--- config.mk ---
export PLATFORM = sky130hd
export DESIGN_NAME = coin_collector
export DESIGN_NICKNAME = d
export VERILOG_FILES = /design/src/rtl/coin_collector.sv
export SDC_FILE = /design/constraint.sdc
export NUM_CORES = 1
export LEC_CHECK = 0
export CAP_MARGIN = 25
export CORE_MARGIN = 2
export CORE_UTILIZATION = 52
export CTS_BUF_LIST = sky130_fd_sc_hd__clkbuf_8
export DETAILED_ROUTE_END_ITERATION = 12
export PLACE_DENSITY = 0.81
export SLEW_MARGIN = 20
export SYNTH_ARGS = -nofsm -noshare
export SYNTH_HDL_FRONTEND = slang
export SYNTH_SLANG_ARGS = --single-unit
--- constraint.sdc ---
create_clock -name clk -period 2 [get_ports clk]
set_input_delay 0.3 -clock clk [delete_from_list [all_inputs] [get_ports clk]]
set_output_delay 0.3 -clock clk [all_outputs]
set_load 0.02 [all_outputs]
--- src/rtl/coin_collector.sv ---
// Coin front-end for the vending path: accumulates a 3-bit credit from coin strobes and
// hands it downstream over a valid/ack handshake, with cancel refund and idle auto-commit.
module coin_collector #(
   parameter int unsigned MAX_CREDIT   = 7,
   parameter int unsigned IDLE_TIMEOUT = 16,
   parameter int unsigned TMR_W        = 5
) (
   input  logic       clk,
   input  logic       rst,
   input  logic       coin_valid,
   input  logic [1:0] coin_code,
   input  logic       confirm,
   input  logic       cancel,
   input  logic       money_ack,
   output logic [2:0] money,
   output logic       money_valid,
   output logic       refund_valid,
   output logic [2:0] refund_amount,
   output logic       coin_reject,
   output logic [2:0] credit,
   output logic       busy
);

   typedef enum logic [1:0] {IDLE, COLLECT, OFFER, REFUND} state_t;

   state_t             state, state_d;
   logic [TMR_W-1:0]   timer, timer_d;
   logic [2:0]         credit_d, money_d, refund_amount_d, new_credit;
   logic               money_valid_d, refund_valid_d, coin_reject_d, busy_d;
   logic [3:0]         coin_value, sum;
   logic               accept;

   // Coin valuation and acceptance; sum kept 4 bits wide so an overflow cannot wrap.
   always_comb begin
      coin_value = 4'd0;
      case (coin_code)
         2'b01:   coin_value = 4'd1;
         2'b10:   coin_value = 4'd2;
         2'b11:   coin_value = 4'd4;
         default: coin_value = 4'd0;
      endcase
      sum        = {1'b0, credit} + coin_value;
      accept     = coin_valid && (coin_code != 2'b00) &&
                   ((state == IDLE) || (state == COLLECT)) &&
                   (sum <= 4'(MAX_CREDIT));
      new_credit = accept ? sum[2:0] : credit;
   end

   // Next-state and next-output logic.
   always_comb begin
      state_d         = state;
      timer_d         = timer;
      credit_d        = credit;
      money_d         = money;
      money_valid_d   = money_valid;
      refund_valid_d  = 1'b0;
      refund_amount_d = refund_amount;
      coin_reject_d   = coin_valid && !accept;

      case (state)
         IDLE: begin
            if (accept) begin
               credit_d = sum[2:0];
               timer_d  = '0;
               state_d  = COLLECT;
            end
         end
         COLLECT: begin
            credit_d = new_credit;
            timer_d  = accept ? '0 : timer + TMR_W'(1);
            if (cancel) begin
               state_d         = REFUND;
               refund_valid_d  = 1'b1;
               refund_amount_d = new_credit;
            end else if (confirm ||
                         (!accept && (timer == TMR_W'(IDLE_TIMEOUT - 1)))) begin
               state_d       = OFFER;
               money_d       = new_credit;
               money_valid_d = 1'b1;
            end
         end
         OFFER: begin
            if (money_ack) begin
               money_valid_d = 1'b0;
               credit_d      = 3'd0;
               state_d       = IDLE;
            end
         end
         REFUND: begin
            credit_d = 3'd0;
            state_d  = IDLE;
         end
         default: state_d = IDLE;
      endcase

      busy_d = (state_d != IDLE);
   end

   // State and registered outputs.
   always_ff @(posedge clk or posedge rst) begin
      if (rst) begin
         state         <= IDLE;
         timer         <= '0;
         credit        <= 3'd0;
         money         <= 3'd0;
         money_valid   <= 1'b0;
         refund_valid  <= 1'b0;
         refund_amount <= 3'd0;
         coin_reject   <= 1'b0;
         busy          <= 1'b0;
      end else begin
         state         <= state_d;
         timer         <= timer_d;
         credit        <= credit_d;
         money         <= money_d;
         money_valid   <= money_valid_d;
         refund_valid  <= refund_valid_d;
         refund_amount <= refund_amount_d;
         coin_reject   <= coin_reject_d;
         busy          <= busy_d;
      end
   end

endmodule

After elaboration in Yosys (flattened, before gate mapping)
Cells that the tools add are included.
Storage, ports and cells
  flip-flop bits (word level): 20
  input port bits: 8
  output and inout port bits: 13
  logic and storage cells: 60
Operators by class
  add/sub/neg operators: 2
  order comparisons: 1
  eq/ne operators: 11
  muxes and demuxes: 18
  bitwise gates (word level): 1
  reductions and logical operators: 18
Operator list (count)
  $pmux W3 S3: 2
  $mux W5: 2
  $pmux W5 S2: 1
  $eq A2 B2 Y1 const B: 4
  $mux W2: 4
  $pmux W2 S4: 1
  $reduce_bool A2 Y1: 4
  $mux W3: 2
  $ne A2 B2 Y1 const B: 3
  $add A5 B1 Y5 const B: 1
  $eq A5 B4 Y1 const B: 1
  $logic_and A1 B1 Y1: 5
  $mux W1: 5
  $add A3 B4 Y4: 1
  $eq A2 B1 Y1 const B: 2
  $le A4 B3 Y1 const B: 1
  $reduce_and A2 Y1: 2
  $reduce_and A4 Y1: 1
  $reduce_and A3 Y1: 1
  $logic_not A2 Y1: 1
  $logic_or A1 B1 Y1: 2
  $ne A2 B1 Y1 const B: 1
  $pmux W1 S2: 1
  $reduce_or A2 Y1: 1
  2 further kinds: 2

Logic depth before layout (Yosys ltp)
Gate-level depths: netlist of run 1.
  depth in word-level cells: 12
  gate-level depth with buffers: 7

Least setup slack after synthesis of run 1
No wires, ideal clock.
  kind: reg2reg
  start: register credit[1]
  end: register money[2]
  setup time: 132 ps
  arrival: 1672 ps
  required time: 1868 ps
  slack: 196 ps
  cell stages (with the launch flop): 7
  buffers on the path: 1
  cells stage by stage: dfrtp_1 -> ha_1 -> a21oi_1 -> o221a_2 -> buf_6 -> mux2i_1 -> mux2i_1
Between the ends
  word-level cells in the longest chain between the ends: 7
  elaborated cells on any way between the ends: 8
  those cells by class: 1 x add/sub; 1 x order compare; 1 x mux; 5 x reduce/logical
Ends and longest elaborated chain
  start: declaration: line 20  | output logic [2:0] credit,
  start signal: assignment: line 114  | credit <= credit_d;
  $add A3 B4 Y4 (*): line 42  | sum = {1'b0, credit} + coin_value;
  $le A4 B3 Y1: line 45  | (sum <= 4'(MAX_CREDIT));
  $logic_and A1 B1 Y1: line 44  | ((state == IDLE) || (state == COLLECT)) &&
  $logic_not A1 Y1: line 76  | (!accept && (timer == TMR_W'(IDLE_TIMEOUT - 1)))) begin
  $logic_and A1 B1 Y1: line 76
  $logic_or A1 B1 Y1: line 75  | end else if (confirm ||
  $reduce_and A3 Y1 (no source line)
  end signal: assignment: line 115  | money <= money_d;
  end: declaration: line 15  | output logic [2:0] money,
Every way passes the cells marked *; elsewhere a longest branch is shown, timed or not.
A chain may end at the register's enable or synchronous reset.

Worst setup path in the final report of run 1
  start: input coin_code[1]
  end: register money[1]
Between the ends
  word-level cells in the longest chain between the ends: 9
  elaborated cells on any way between the ends: 15
  those cells by class: 1 x add/sub; 1 x order compare; 3 x eq/ne; 2 x mux; 8 x reduce/logical
Ends and longest elaborated chain
  start: declaration: line 11  | input logic [1:0] coin_code,
  $eq A2 B2 Y1 or $eq A2 B1 Y1 (tied branches): line 36  | case (coin_code)
  $pmux W3 S3: line 36
  $add A3 B4 Y4: line 42
  $le A4 B3 Y1: line 45
  $logic_and A1 B1 Y1: line 44
  $logic_not A1 Y1: line 76
  $logic_and A1 B1 Y1: line 76
  $logic_or A1 B1 Y1: line 75
  $reduce_and A3 Y1 (no source line)
Several ways; a longest one is shown, not always the timed one.

==> results.yml, run 1 <==
status:
  status: "completed"
setup_path:
  crit_type: "in2reg"
  r2r_setup_slack_ps: 280
  reg2reg_depth: 7
  worst-path-max-fanout: 4
  r2r_end: "busy"
  critPathArrivalTime_ps: 2000
  setup.worst_path.start_class: "input pin"
  rr_startpoint: "credit[1]"
  worstPathRequired_ps: 2190
  end_kind: "flip-flop"
sta:
  fin_skew_ps: 2.37
  slew_headroom: 0.764
  period_minus_slack_ps: 1810
  fin_tns_setup_ps: 0
  finalHoldViolCount: 0
  tightest_slew_ps: 351
  grt_setup_unrepaired: "no"
  finalCritPeriodShare: 0.905
  finalSetupViolCount: 0
  fmax_mhz: 552
  drv_slew: 0
global_routing:
  antenna_found_initial: 0
  grt_pass1_wl_mm: 4.20
  grt.total_usage: 0.238
  grt_max_degree: 21
  overflow: 0
  grt_pass1_vias: 847
place:
  io_buffer_count: 20
  dp_hpwl_mm: 1.61
  dp_cells: 154
  dpl_cell_area_um2: 1330
  gp_congestion: 0.821
logic_synthesis:
  synth_top_family_by_area: "simple AND/OR/NAND/NOR gates"
  synthXorXnorAreaFrac: 0.0341
  synth_area_leaders: "dfrtp_1, ha_1, mux2i_1"
  syn-num-nets: 112
  synth_fa_ha_area_frac: 0.0803
  synth_compound_area_frac: 0.137
  synth_area_per_cell_um2: 10.5
  synth_cell_types: 29
  synth-seq-cells: 20
  synth_top_cell_area_share: 0.487
  ys.flop_type: "dfrtp_1"
  yosys.area.top_type: "dfrtp_1"
  netlist_instances: 98
  async_reset_ff_frac: 1.00
  seq_area_frac_synth: 0.487
  syn_area_um2: 1030
  synth_common_cells: "dfrtp_1, inv_1, nand2_1"
  yosysMostFrequentCell: "dfrtp_1"
  synthMuxAreaShare: 0.0584
  synth-edff-count: 0
  synth_warnings: 0
  synthSimpleGateAreaFrac: 0.147
floorplanning:
  die_h_um: 48.5
  row_count: 16
  initial_utilization: 0.535
  dieArea_um2: 2350
  io_pins: 21
  core_um2: 1920
  die_x_um: 48.5
detailed_routing:
  postRouteAntennaNets: 0
  drc: 0
  initialDrtViolationCount: 18
  viasPerCell: 5.17
  wirelength_mm: 2.33
  via_count: 827
  wl_per_cell_um: 14.6
  firstDrtPassIters: 4
cts:
  cts_buffers: 3
  holdBufCountCts: 0
  root_buffer: "clkbuf_8"
  max-clock-path-buffers: 2
  cts_tree: "built"
  clock_latency_ps: 260
  cts_sinks: 20
  clkSlewWorstSetupHoldPaths_ps: 70
  htreeDepth: 1
cells_and_area:
  nNetsFinal: 148
  area_growth_pct: 41.8
  drive_above_1_share: 0.211
  insertedDiodeCount: 0
  instances_no_fill: 160
  final_cell_area_um2: 1460
  final_core_util: 0.759
pwr:
  ir_drop_uv: 928
  finalPower_mw: 1.98
  power.leakage_nw: 0.703
  power_density_nw_per_um2: 1360
min_path:
  hp-class: "in2async"
job:
  maxCapViolations: 0
==> layer usage <==
layer  routed length, µm  GRT usage
met3                  66     0.0432
met5                   0          0
met2                1090      0.354
met1                1120      0.339
met4                  53      0.114
==> through the flow <==
step | worst slack [ps] | hold slack (ps)
after floorplan | 196 | 264
after global placement | -311 | 471
after detailed placement | -337 | 481
after CTS | 178 | 371
after global routing | 43.4 | 400
final | 190 | 369
==> final cells by class <==
cell class              instances  area (µm²)
well taps                      27        33.8
repair buffers                 33         299
multi-input cells              65         513
fillers                       143         463
clock inverters                 1        30.0
flip-flops and latches         20         500
clock buffers                   3        41.3
inverters                      11        41.3
==> cell usage in the layout (no fill, tap or decap), types with 2 or more instances in the layout <==
cell type	n
o21ai_0	6
nor2_1	7
inv_1	11
a21oi_1	2
mux2i_1	4
and2_1	2
nand2_1	9
nor2b_2	2
ha_1	4
clkbuf_8	3
buf_4	12
dfrtp_1	20
and3_1	2
o21ai_1	3
nor2b_1	3
clkdlybuf4s50_1	18
xor2_1	3
dlygate4sd2_1	2
==> state kept, by name (all words and copies together) (netlist names), 2 cells and up <==
register	flops
credit	3
money	3
refund_amount	3
state	2
timer	5
==> worst max-delay path by stage <==
stage	from	slack, ps	endpoint
after CTS	coin_code[1]	180	credit[0]
after detailed placement	coin_code[1]	-340	money[2]
after floorplan	credit[1]	200	money[2]
final	coin_code[1]	190	money[1]
after global routing	coin_code[1]	40	busy
after global placement	coin_code[1]	-310	money[2]
==> power by group <==
group | internal [mW] | switching, mW | leakage (nW)
clock | 0.268 | 0.138 | 0.0357
sequential | 0.540 | 0.104 | 0.262
combinational | 0.447 | 0.487 | 0.406
==> critical path, cell delays in order <==
cell	delay [ps]
dlygate4sd2_1	250
buf_6	130
and2_1	150
ha_1	190
nor3b_2	270
o221ai_2	140
buf_4	170
a22oi_4	190
mux2i_1	220
==> cells by family (layout without fill, tap and decap cells) <==
| logic type | count (synthesis) | count (layout) |
|---|---|---|
| adder cells (fa/ha/maj) | 6 | 6 |
| flip-flops | 20 | 20 |
| AO/OA/AOI/OAI | 19 | 19 |
| AND/OR/NAND/NOR | 30 | 30 |
| buffers and inverters | 13 | 48 |
| multiplexers | 6 | 6 |
| XOR/XNOR | 4 | 4 |
==> repair_timing <==
action                                  in CTS  in global routing
endpoints found under the setup margin      10                  0
buffers inserted                             2                  0
resized for setup                           12                  0
No activity file was read; power rests on OpenSTA's default activity.
==> inputs of run 2 (changes only) <==
--- a/config.mk
+++ b/config.mk
@@ -7,10 +7,11 @@
 export LEC_CHECK = 0
 export CAP_MARGIN = 25
 export CORE_MARGIN = 2
-export CORE_UTILIZATION = 52
+export CORE_UTILIZATION = 55
 export CTS_BUF_LIST = sky130_fd_sc_hd__clkbuf_8
 export DETAILED_ROUTE_END_ITERATION = 12
-export PLACE_DENSITY = 0.81
+export DONT_BUFFER_PORTS = 1
+export PLACE_DENSITY = 0.7
 export SLEW_MARGIN = 20
 export SYNTH_ARGS = -nofsm -noshare
 export SYNTH_HDL_FRONTEND = slang
==> constraint.sdc (replaced) <==
create_clock -name clk -period 2 [get_ports clk]
set_input_delay 0.3 -clock clk [delete_from_list [all_inputs] [get_ports clk]]
set_output_delay 0.3 -clock clk [all_outputs]
set_load 0.005 [all_outputs]
==> results.yml, run 2 (synthesized netlist as in run 1, its figures left out) <==
status:
  status: "completed"
sta:
  tightest_slew_ps: 723
  fin_tns_setup_ps: 0
  slew_headroom: 0.517
  drv_slew: 0
  fmax_mhz: 530
  finalHoldViolCount: 0
  finalSetupViolCount: 0
  grt_setup_unrepaired: "no"
  fin_skew_ps: 3.89
  finalCritPeriodShare: 0.943
  period_minus_slack_ps: 1890
setup_path:
  worst-path-max-fanout: 5
  end_kind: "flip-flop"
  worstPathRequired_ps: 2130
  critPathArrivalTime_ps: 2020
  setup.worst_path.start_class: "flip-flop"
  crit_type: "reg2reg"
floorplanning:
  row_count: 15
  die_h_um: 47.2
  dieArea_um2: 2230
  core_um2: 1750
  io_pins: 21
  initial_utilization: 0.589
  die_x_um: 47.2
detailed_routing:
  wirelength_mm: 1.92
  drt-met1-wl_um: 848
  drc: 0
  top_layer_used: "met4"
  wl_per_cell_um: 15.1
  dr_wl_met2_um: 943
  wl_met3_um: 109
  firstDrtPassIters: 4
  initialDrtViolationCount: 9
  postRouteAntennaNets: 0
  via_count: 711
  viasPerCell: 5.60
cells_and_area:
  multi_input_area_um2: 474
  top_register: "timer"
  insertedDiodeCount: 0
  nNetsFinal: 117
  fillerInstances: 146
  layout_commonest_cell: "dfrtp_1"
  area_growth_pct: 10.2
  largest_reg_flops: 5
  drive_above_1_share: 0.108
  instances_no_fill: 127
  seqCellArea_um2: 500
  final_cell_mix: "dfrtp_1, inv_1, nand2_1"
place:
  dp_cells: 123
  dp_hpwl_mm: 1.43
  gp_congestion: 0.817
  io_buffer_count: 0
pwr:
  power_density_nw_per_um2: 1360
  ir_drop_uv: 706
  finalPower_mw: 1.54
  power.leakage_nw: 0.565
cts:
  max-clock-path-buffers: 2
  root_buffer: "clkbuf_8"
  cts_buffers: 3
  cts_tree: "built"
  post_cts_buffers: 0
  htreeDepth: 1
  clkSlewWorstSetupHoldPaths_ps: 80
  holdBufCountCts: 0
  cts_resized: 0
  cts_sinks: 20
  clock_latency_ps: 250
global_routing:
  grt_max_degree: 21
  antenna_found_initial: 0
  overflow: 0
  grt.total_usage: 0.207
  grt_pass1_vias: 690
  grt_pass1_wl_mm: 3.15
min_path:
  hp-class: "in2async"
job:
  maxCapViolations: 0
run 2: layout make-up:
cell class              instances  share of cell area
clock buffers                   3              0.0364
multi-input cells              65               0.418
inverters                      11              0.0364
flip-flops and latches         20               0.442
well taps                      25              0.0276
repair buffers                  2              0.0132
clock inverters                 1              0.0265
run 2: where the power goes:
group	total, mW	internal [mW]	switching, mW
clock	0.398	0.267	0.131
sequential	0.684	0.540	0.143
combinational	0.463	0.198	0.265
total	1.54	1.01	0.539
run 2: final timing paths:
kind	startpoint	end	slack, ps	cells after the start
min in group clk	money_ack	money_valid	160	1
max in group asynchronous	rst	state[1]	1500	1
worst max-delay path	credit[1]	money[2]	110	5
worst min register to register	refund_amount[2]	refund_amount[2]	520	2
worst min-delay path	rst	refund_valid	50	1
worst max register to register	credit[1]	money[2]	110	5
run 2: stage by stage:
| step | setup WS (ps) | cell area [µm²] | utilization | hold WS, ps |
|---|---|---|---|---|
| 2_1_floorplan | 248 | 1030 | - | 264 |
| 3_3_place_gp | 134 | 1060 | 0.606 | 349 |
| 3_5_place_dp | 55.2 | 1060 | 0.606 | 353 |
| 4_1_cts | 103 | 1130 | 0.647 | 70.1 |
| 5_1_grt | 31.2 | 1130 | 0.649 | 119 |
| 6_report | 114 | 1130 | 0.649 | 46.5 |
run 2: per-layer routing:
metal | vias to the layer above | track usage
met1 | 350 | 0.277
met5 | - | 0
met2 | 18 | 0.327
met4 | 0 | 0.0833
met3 | 2 | 0.0462
li1 | 341 | -
run 2: worst max-delay path, cell delays in order (launching register included):
cell and delay [ps]:
dfrtp_1 460, ha_1 320, a21oi_1 250, o221a_2 320, mux2i_2 320, mux2i_1 110
